--- config.mk ---
export PLATFORM = sky130hd
export DESIGN_NAME = conv_result_saver
export DESIGN_NICKNAME = d
export VERILOG_FILES = /design/src/rtl/conv_result_saver.sv
export SDC_FILE = /design/constraint.sdc
export NUM_CORES = 2
export LEC_CHECK = 0
export CAP_MARGIN = 20
export CORE_MARGIN = 10
export CORE_UTILIZATION = 45
export DETAILED_ROUTE_END_ITERATION = 6
export DONT_BUFFER_PORTS = 1
export SETUP_SLACK_MARGIN = 0.1
export SLEW_MARGIN = 10
export SYNTH_ARGS = -nofsm -noshare
export SYNTH_HDL_FRONTEND = slang
export SYNTH_MEMORY_MAX_BITS = 65536
export SYNTH_SLANG_ARGS = --single-unit
--- constraint.sdc ---
create_clock -name clk -period 6.7 [get_ports clk]
set_input_delay 1.005 -clock clk [delete_from_list [all_inputs] [get_ports clk]]
set_output_delay 1.005 -clock clk [all_outputs]
set_load 0.01 [all_outputs]
--- src/rtl/conv_result_saver.sv ---
// Conv-engine pixel consumer: quantizes conv1 pixels directly and accumulates conv2 pixels
// across input channels, writing the results to the output feature-map buffer with a save_done handshake.
module conv_result_saver #(
    parameter int unsigned MAX_PIX = 182,
    parameter int unsigned SHIFT1  = 4,
    parameter int unsigned SHIFT2  = 6,
    parameter int unsigned ACC_W   = 24
) (
    input  logic             clk,
    input  logic             rst_n,
    input  logic             valid,
    input  logic             done,
    input  logic [ACC_W-1:0] out_pixel,
    input  logic [7:0]       addr,
    input  logic [3:0]       chan,
    input  logic             layer,
    input  logic             last_chan,
    output logic             save_done,
    output logic             wr_en,
    output logic [7:0]       wr_addr,
    output logic [7:0]       wr_data,
    output logic             layer_done,
    output logic             err
);

    localparam int unsigned AW = 8;
    localparam logic [AW-1:0] MAX_ADDR = AW'(MAX_PIX);
    localparam logic [ACC_W-1:0] ACC_MAX = {1'b0, {(ACC_W-1){1'b1}}};
    localparam logic [ACC_W-1:0] ACC_MIN = {1'b1, {(ACC_W-1){1'b0}}};

    typedef enum logic [1:0] {S_IDLE, S_CALC, S_WR, S_ACK} state_e;

    state_e           state_q, state_d;
    logic [ACC_W-1:0] pix_q, pix_d;
    logic [AW-1:0]    addr_q, addr_d;
    logic [3:0]       chan_q, chan_d;
    logic             layer_q, layer_d;
    logic             last_q, last_d;
    logic             done_q, done_d;
    logic [ACC_W-1:0] sum_q, sum_d;
    logic             wr_en_q, wr_en_d;
    logic [AW-1:0]    wr_addr_q, wr_addr_d;
    logic [7:0]       wr_data_q, wr_data_d;
    logic             save_done_q, save_done_d;
    logic             layer_done_q, layer_done_d;
    logic             err_q, err_d;

    logic [ACC_W-1:0] acc_mem [MAX_PIX];

    logic             in_range_c;
    logic             acc_we_c;
    logic [ACC_W-1:0] acc_rd_c;
    logic [ACC_W:0]   sum_wide_c;
    logic [ACC_W-1:0] sum_sat_c;
    logic [ACC_W-1:0] q1_c;
    logic [ACC_W-1:0] q2_c;
    logic [7:0]       q1_byte_c;
    logic [7:0]       q2_byte_c;

    assign in_range_c = (addr_q < MAX_ADDR);

    // Channel 0 starts a fresh sum, so stale accumulator contents never leak in.
    assign acc_rd_c   = (in_range_c && (chan_q != 4'd0)) ? acc_mem[addr_q] : '0;
    assign sum_wide_c = {acc_rd_c[ACC_W-1], acc_rd_c} + {pix_q[ACC_W-1], pix_q};

    always_comb begin
        sum_sat_c = sum_wide_c[ACC_W-1:0];
        if (sum_wide_c[ACC_W] != sum_wide_c[ACC_W-1]) begin
            sum_sat_c = sum_wide_c[ACC_W] ? ACC_MIN : ACC_MAX;
        end
    end

    // Conv1: arithmetic shift then clamp to 0..255.
    assign q1_c = ACC_W'($signed(pix_q) >>> SHIFT1);
    always_comb begin
        q1_byte_c = q1_c[7:0];
        if (q1_c[ACC_W-1]) begin
            q1_byte_c = 8'd0;
        end else if (|q1_c[ACC_W-2:8]) begin
            q1_byte_c = 8'hFF;
        end
    end

    // Conv2: ReLU on the saturated sum, shift, clamp to 255.
    assign q2_c = sum_sat_c >> SHIFT2;
    always_comb begin
        q2_byte_c = q2_c[7:0];
        if (sum_sat_c[ACC_W-1]) begin
            q2_byte_c = 8'd0;
        end else if (|q2_c[ACC_W-1:8]) begin
            q2_byte_c = 8'hFF;
        end
    end

    // Next-state and registered-output logic.
    always_comb begin
        state_d      = state_q;
        pix_d        = pix_q;
        addr_d       = addr_q;
        chan_d       = chan_q;
        layer_d      = layer_q;
        last_d       = last_q;
        done_d       = done_q;
        sum_d        = sum_q;
        wr_en_d      = 1'b0;
        wr_addr_d    = wr_addr_q;
        wr_data_d    = wr_data_q;
        save_done_d  = 1'b0;
        layer_done_d = 1'b0;
        err_d        = err_q;
        acc_we_c     = 1'b0;

        unique case (state_q)
            S_IDLE, S_ACK: begin
                state_d = S_IDLE;
                if (valid) begin
                    pix_d   = out_pixel;
                    addr_d  = addr;
                    chan_d  = chan;
                    layer_d = layer;
                    last_d  = last_chan;
                    done_d  = done;
                    state_d = S_CALC;
                    if (addr >= MAX_ADDR) begin
                        err_d = 1'b1;
                    end
                end
            end
            S_CALC: begin
                if (valid) begin
                    err_d = 1'b1;
                end
                sum_d = sum_sat_c;
                if (in_range_c && !layer_q) begin
                    wr_en_d   = 1'b1;
                    wr_addr_d = addr_q;
                    wr_data_d = q1_byte_c;
                end else if (in_range_c && last_q) begin
                    wr_en_d   = 1'b1;
                    wr_addr_d = addr_q;
                    wr_data_d = q2_byte_c;
                end
                state_d = S_WR;
            end
            S_WR: begin
                if (valid) begin
                    err_d = 1'b1;
                end
                acc_we_c     = layer_q && in_range_c;
                save_done_d  = 1'b1;
                layer_done_d = done_q;
                state_d      = S_ACK;
            end
            default: state_d = S_IDLE;
        endcase
    end

    always_ff @(posedge clk or negedge rst_n) begin
        if (!rst_n) begin
            state_q      <= S_IDLE;
            pix_q        <= '0;
            addr_q       <= '0;
            chan_q       <= '0;
            layer_q      <= 1'b0;
            last_q       <= 1'b0;
            done_q       <= 1'b0;
            sum_q        <= '0;
            wr_en_q      <= 1'b0;
            wr_addr_q    <= '0;
            wr_data_q    <= '0;
            save_done_q  <= 1'b0;
            layer_done_q <= 1'b0;
            err_q        <= 1'b0;
        end else begin
            state_q      <= state_d;
            pix_q        <= pix_d;
            addr_q       <= addr_d;
            chan_q       <= chan_d;
            layer_q      <= layer_d;
            last_q       <= last_d;
            done_q       <= done_d;
            sum_q        <= sum_d;
            wr_en_q      <= wr_en_d;
            wr_addr_q    <= wr_addr_d;
            wr_data_q    <= wr_data_d;
            save_done_q  <= save_done_d;
            layer_done_q <= layer_done_d;
            err_q        <= err_d;
        end
    end

    // Accumulator RAM has no reset; channel 0 rewrites each entry.
    always_ff @(posedge clk) begin
        if (acc_we_c) begin
            acc_mem[addr_q] <= sum_q;
        end
    end

    assign save_done  = save_done_q;
    assign wr_en      = wr_en_q;
    assign wr_addr    = wr_addr_q;
    assign wr_data    = wr_data_q;
    assign layer_done = layer_done_q;
    assign err        = err_q;

endmodule

Word-level counts from Yosys, hierarchy flattened:

Memories as Yosys holds them, arrays and structs flattened.
Cells that the tools add are included.

* bits in registers: 85
* RAM bits: 4368
* bits of input ports: 42
* output and inout port bits: 20
* word-level logic and storage cells: 65
* memories kept: 1

Memory list
* acc_mem: words 182, bits a word 24, read ports 1, clocked after memory_dff 0, wr ports 1, line 48 `logic [ACC_W-1:0] acc_mem [MAX_PIX];`

* $add $sub $neg: 1
* magnitude comparators: 2
* eq/ne operators: 7
* muxes and demuxes: 25
* reductions and logical operators: 15

Operators by type and width (number)
* $mux 24: 3
* $mux 8: 8
* $add 24x24->25: 1
* $mux 1: 12
* $reduce_or 12->1: 1
* $reduce_or 10->1: 1
* $ge 8x8->1 const B: 1
* $lt 8x8->1 const B: 1
* $pmux 2 s3: 1
* $eq 2x2->1 const B: 2
* $logic_and 1x1->1: 4
* $ne 2x2->1 const B: 2
* $reduce_and 2->1: 2
* $reduce_bool 4->1: 1
* $reduce_or 2->1: 2
* $reduce_and 3->1: 1
* $eq 2x1->1 const B: 1
* $logic_not 2->1: 1
* $ne 2x1->1 const B: 1
* $pmux 1 s2: 1
* $reduce_bool 2->1: 1
* $logic_not 1->1: 1
* $ne 1x1->1: 1

Depth between registers and ports, before layout:

* depth after elaboration: 11
* depth in mapped cells: 30
* mapped depth without buffers: 24

Worst setup path after synthesis:

No wires, ideal clock.

* kind: flip-flop to flip-flop
* start: register addr_q[0]
* end: register wr_data_q[0], in the netlist wr_data[0]
* library setup time: 160 ps
* arrival: 6674 ps
* required time: 6540 ps
* slack: -134 ps
* stages on the path, launching flop included: 27
* clock period less this slack: 6834 ps
* cell sequence: dfrtp_1 > buf_2 > buf_2 > buf_1 > mux4_2 > mux4_2 > mux4_2 > mux2i_1 > a211oi_1 > ha_1 > clkbuf_1 > and4_1 > and4_1 > nand4_1 > o31a_1 > a21oi_1 > o21a_1 > nor3_1 > or3_1 > ha_1 > clkbuf_1 > inv_1 > nand2_1 > o2111a_1 > o221ai_1 > a2111oi_2 > a31oi_1

* longest elaborated chain between the ends: 11

Ends and longest elaborated chain
* from (decl): line 35 `logic [AW-1:0] addr_q, addr_d;`
* from (signal assigned): line 177 `addr_q <= addr_d;`
* parallel branches: the longest is 11 deep, another holds $add 24x24->25
* to (signal assigned): line 185 `wr_data_q <= wr_data_d;`
* to (decl): line 43 `logic [7:0] wr_data_q, wr_data_d;`

Parallel ways; which one is timed is not known. The select of a mux whose other input is x is not followed.
A chain may end at the register's enable or synchronous reset.

Worst setup path after layout:

* start: register addr_q[0]
* end: register wr_data_q[3], in the netlist wr_data[3]

Same word-level chain as after synthesis.

==> metrics.yaml <==
status:
  outcome: "complete, but fails checks"
  violations: "negative setup slack"
yosys:
  synth_most_common_cell: "edfxtp_1"
  ys_seq_area_share_pct: 77.8
  synth.largest_area_cell: "edfxtp_1"
  ys_types: 56
  synth_top_area_share_pct: 76.5
  synthFlopType: "edfxtp_1"
  avgSynthCellArea_um2: 24.3
  ys_top_cells_by_area: "edfxtp_1, mux4_2, dfrtp_1"
  async_reset_ff_share_pct: 1.91
  synth_nets: 7139
  synth_common_cells: "edfxtp_1, mux4_2, nor2_1"
  synth_area_um2: 171000
  yosys_warnings: 0
  ys_ff_latch: 4453
  syn_inst: 7067
  synth_edf_count: 4368
pwr:
  p_leak_uw: 0.0624
  peakVddDrop_uv: 1350
  powerDensity_nw_per_um2: 510
  p_total_uw: 102000
cells_and_area:
  syn_to_final_growth_pct: 17.1
  drive_above_1_share_pct: 37.8
  nets: 7969
  instances_no_fill: 13300
floorplanning:
  pin_count: 62
  die_h_um: 637
  dieArea_um2: 406000
  die_x_um: 637
  start_util_pct: 45.2
  core_area_um2: 379000
  row_count: 226
clock_tree:
  cts.sinks: 4453
  cts_made_buffers: 446
  clkTransAtPathRegs_ns: 0.06
  ctsLongestPathBuffers: 4
  cts_tree: "built"
  insertion_delay_ns: 1.01
  root_buffer: "clkbuf_16"
  htree_levels: 5
placement:
  dp_cells: 12300
  gp_congestion: 0.919
  port-buffer-count: 0
  dp_hpwl_um: 272000
timing:
  holdWs_ns: 0.116
  clock_skew_ns: 0.0863
  fmax_mhz: 143
  rsz0062_at_grt: "yes"
  finalSetupViolCount: 13
  layout_min_cycle_time_ns: 6.99
  setup_ws_ns: -0.293
  min_period_over_period_pct: 104
  tightest_slew_ns: 1.17
  final_max_slew_viol_count: 0
  final_hold_viol_count: 0
  max_slew_margin_pct: 21.9
setup_path:
  required_ns: 7.56
  critPathTopFamily: "multiplexers"
  critPathBufInv: 7
  end_kind: "flop"
  cp_num_cells: 26
  cp_slowest_stage_delay_ns: 0.70
  cp_max_fo: 8
  critPathSlowestCell: "mux4_2"
  worst_r2r_path_depth: 26
  r2r_slack_ns: -0.29
  worstPathArrival_ns: 7.86
  r2r-end: "wr_data[3]$_DFFE_PN0P_"
  critical_path_class: "flop to flop"
  r2r-start: "addr_q[0]$_DFFE_PN0P_"
  critPathLaunchType: "flop"
  crit_end: "wr_data[3]$_DFFE_PN0P_"
  crit_start: "addr_q[0]$_DFFE_PN0P_"
global_route:
  track_usage_pct: 22.4
  grt_pass1_vias: 82400
  overflow: 0
  grt_start_max_net_pins: 151
  grt_pass1_wl_um: 651000
  antenna_found_initial: 27
route:
  vias_per_cell: 6.11
  first_iter_violations: 11000
  top_layer: "met5"
  wl_per_cell_um: 34.9
  route.met2.wl_um: 221000
  dr_wl_met3_um: 43100
  wl_met1_um: 184000
  vias: 81200
  dr.pass1.iters: 5
  antenna_left: 0
  wl_um: 464000
  drc: 0
min_path:
  whs_path_depth: 1
  holdCritPathClass: "primary input to flop"
job:
  drv_cap: 0
[cell families after synthesis]
| group | synth area share, % |
|---|---|
| mux | 19.1 |
| fa+ha+maj | 0.223 |
| simple gates | 1.09 |
| compound gates | 0.751 |
| xor+xnor | 0.0664 |
| flops | 77.8 |
| buf+inv | 1.03 |
[worst min-delay path by stage]
stage / start / to / slack [ns]
floorplan: done_q$_DFFE_PN0P_ / layer_done$_DFF_PN0_ / 0.45
global placement: done_q$_DFFE_PN0P_ / layer_done$_DFF_PN0_ / 0.47
detailed placement: done_q$_DFFE_PN0P_ / layer_done$_DFF_PN0_ / 0.48
CTS: valid / err$_DFFE_PN0P_ / 0.04
global route: valid / err$_DFFE_PN0P_ / 0.1
finish: valid / err$_DFFE_PN0P_ / 0.12
[cells in the final DEF, fill, tap and decap left out, drive strengths merged, types with 10 or more instances in the layout]
master,n
nand2,82
clkinv,184
bufinv,31
edfxtp,4368
dfrtp,85
mux4,1408
nand3,21
a211oi,16
clkbuf,583
inv,33
o21ai,24
xnor2,10
mux2i,40
mux2,51
diode,13
ha,29
nor3,15
a21oi,93
nor2,300
buf,760
a31oi,17
[report_power, final]
group	switching (uW)	internal [uW]
Clock	10500	13700
Sequential	1840	35000
Combinational	22800	18500
Total	35200	67200
[repair_timing]
item,CTS,global route
buffers inserted,59,35
endpoints found under the hold margin,85,0
gates resized for setup,92,87
cloned,13,2
setup endpoints to repair,31,31
pin swaps,24,37
hold buffers,2,0
[flip-flops by register name, summed over array words and instances (netlist names), 2 cells and up]
name     cells
wr_data      8
wr_addr      8
sum_q       24
acc_mem   4368
chan_q       4
pix_q       24
addr_q       8
state_q      2
[layer usage]
layer,vias to the layer above,GRT usage (%)
met5,-,0.444
met4,6,6.50
met3,657,4.88
met2,3761,35.3
met1,44500,31.8
li1,32300,-
[through the flow]
stage	setup TNS (ns)	utilization (%)	worst slack, ns	instance area (um^2)
after global routing	-4.88	52.9	-0.415	201000
final	-2.36	52.9	-0.293	201000
after detailed placement	-7.41	48.4	-0.575	184000
after CTS	-0.937	52.6	-0.131	199000
after floorplan	0	-	0.103	171000
after global placement	-9.18	48.3	-0.583	183000
[final cells by class]
class | instances | area (um^2)
Sequential cell | 4453 | 133000
Tap cell | 5016 | 6280
Clock buffer | 581 | 11900
Multi-Input combinational cell | 2208 | 38100
Fill cell | 28300 | 179000
Antenna cell | 13 | 32.5
Clock inverter | 238 | 2240
Inverter | 17 | 68.8
Timing Repair Buffer | 771 | 8650
(Power assumes the default switching activity.)
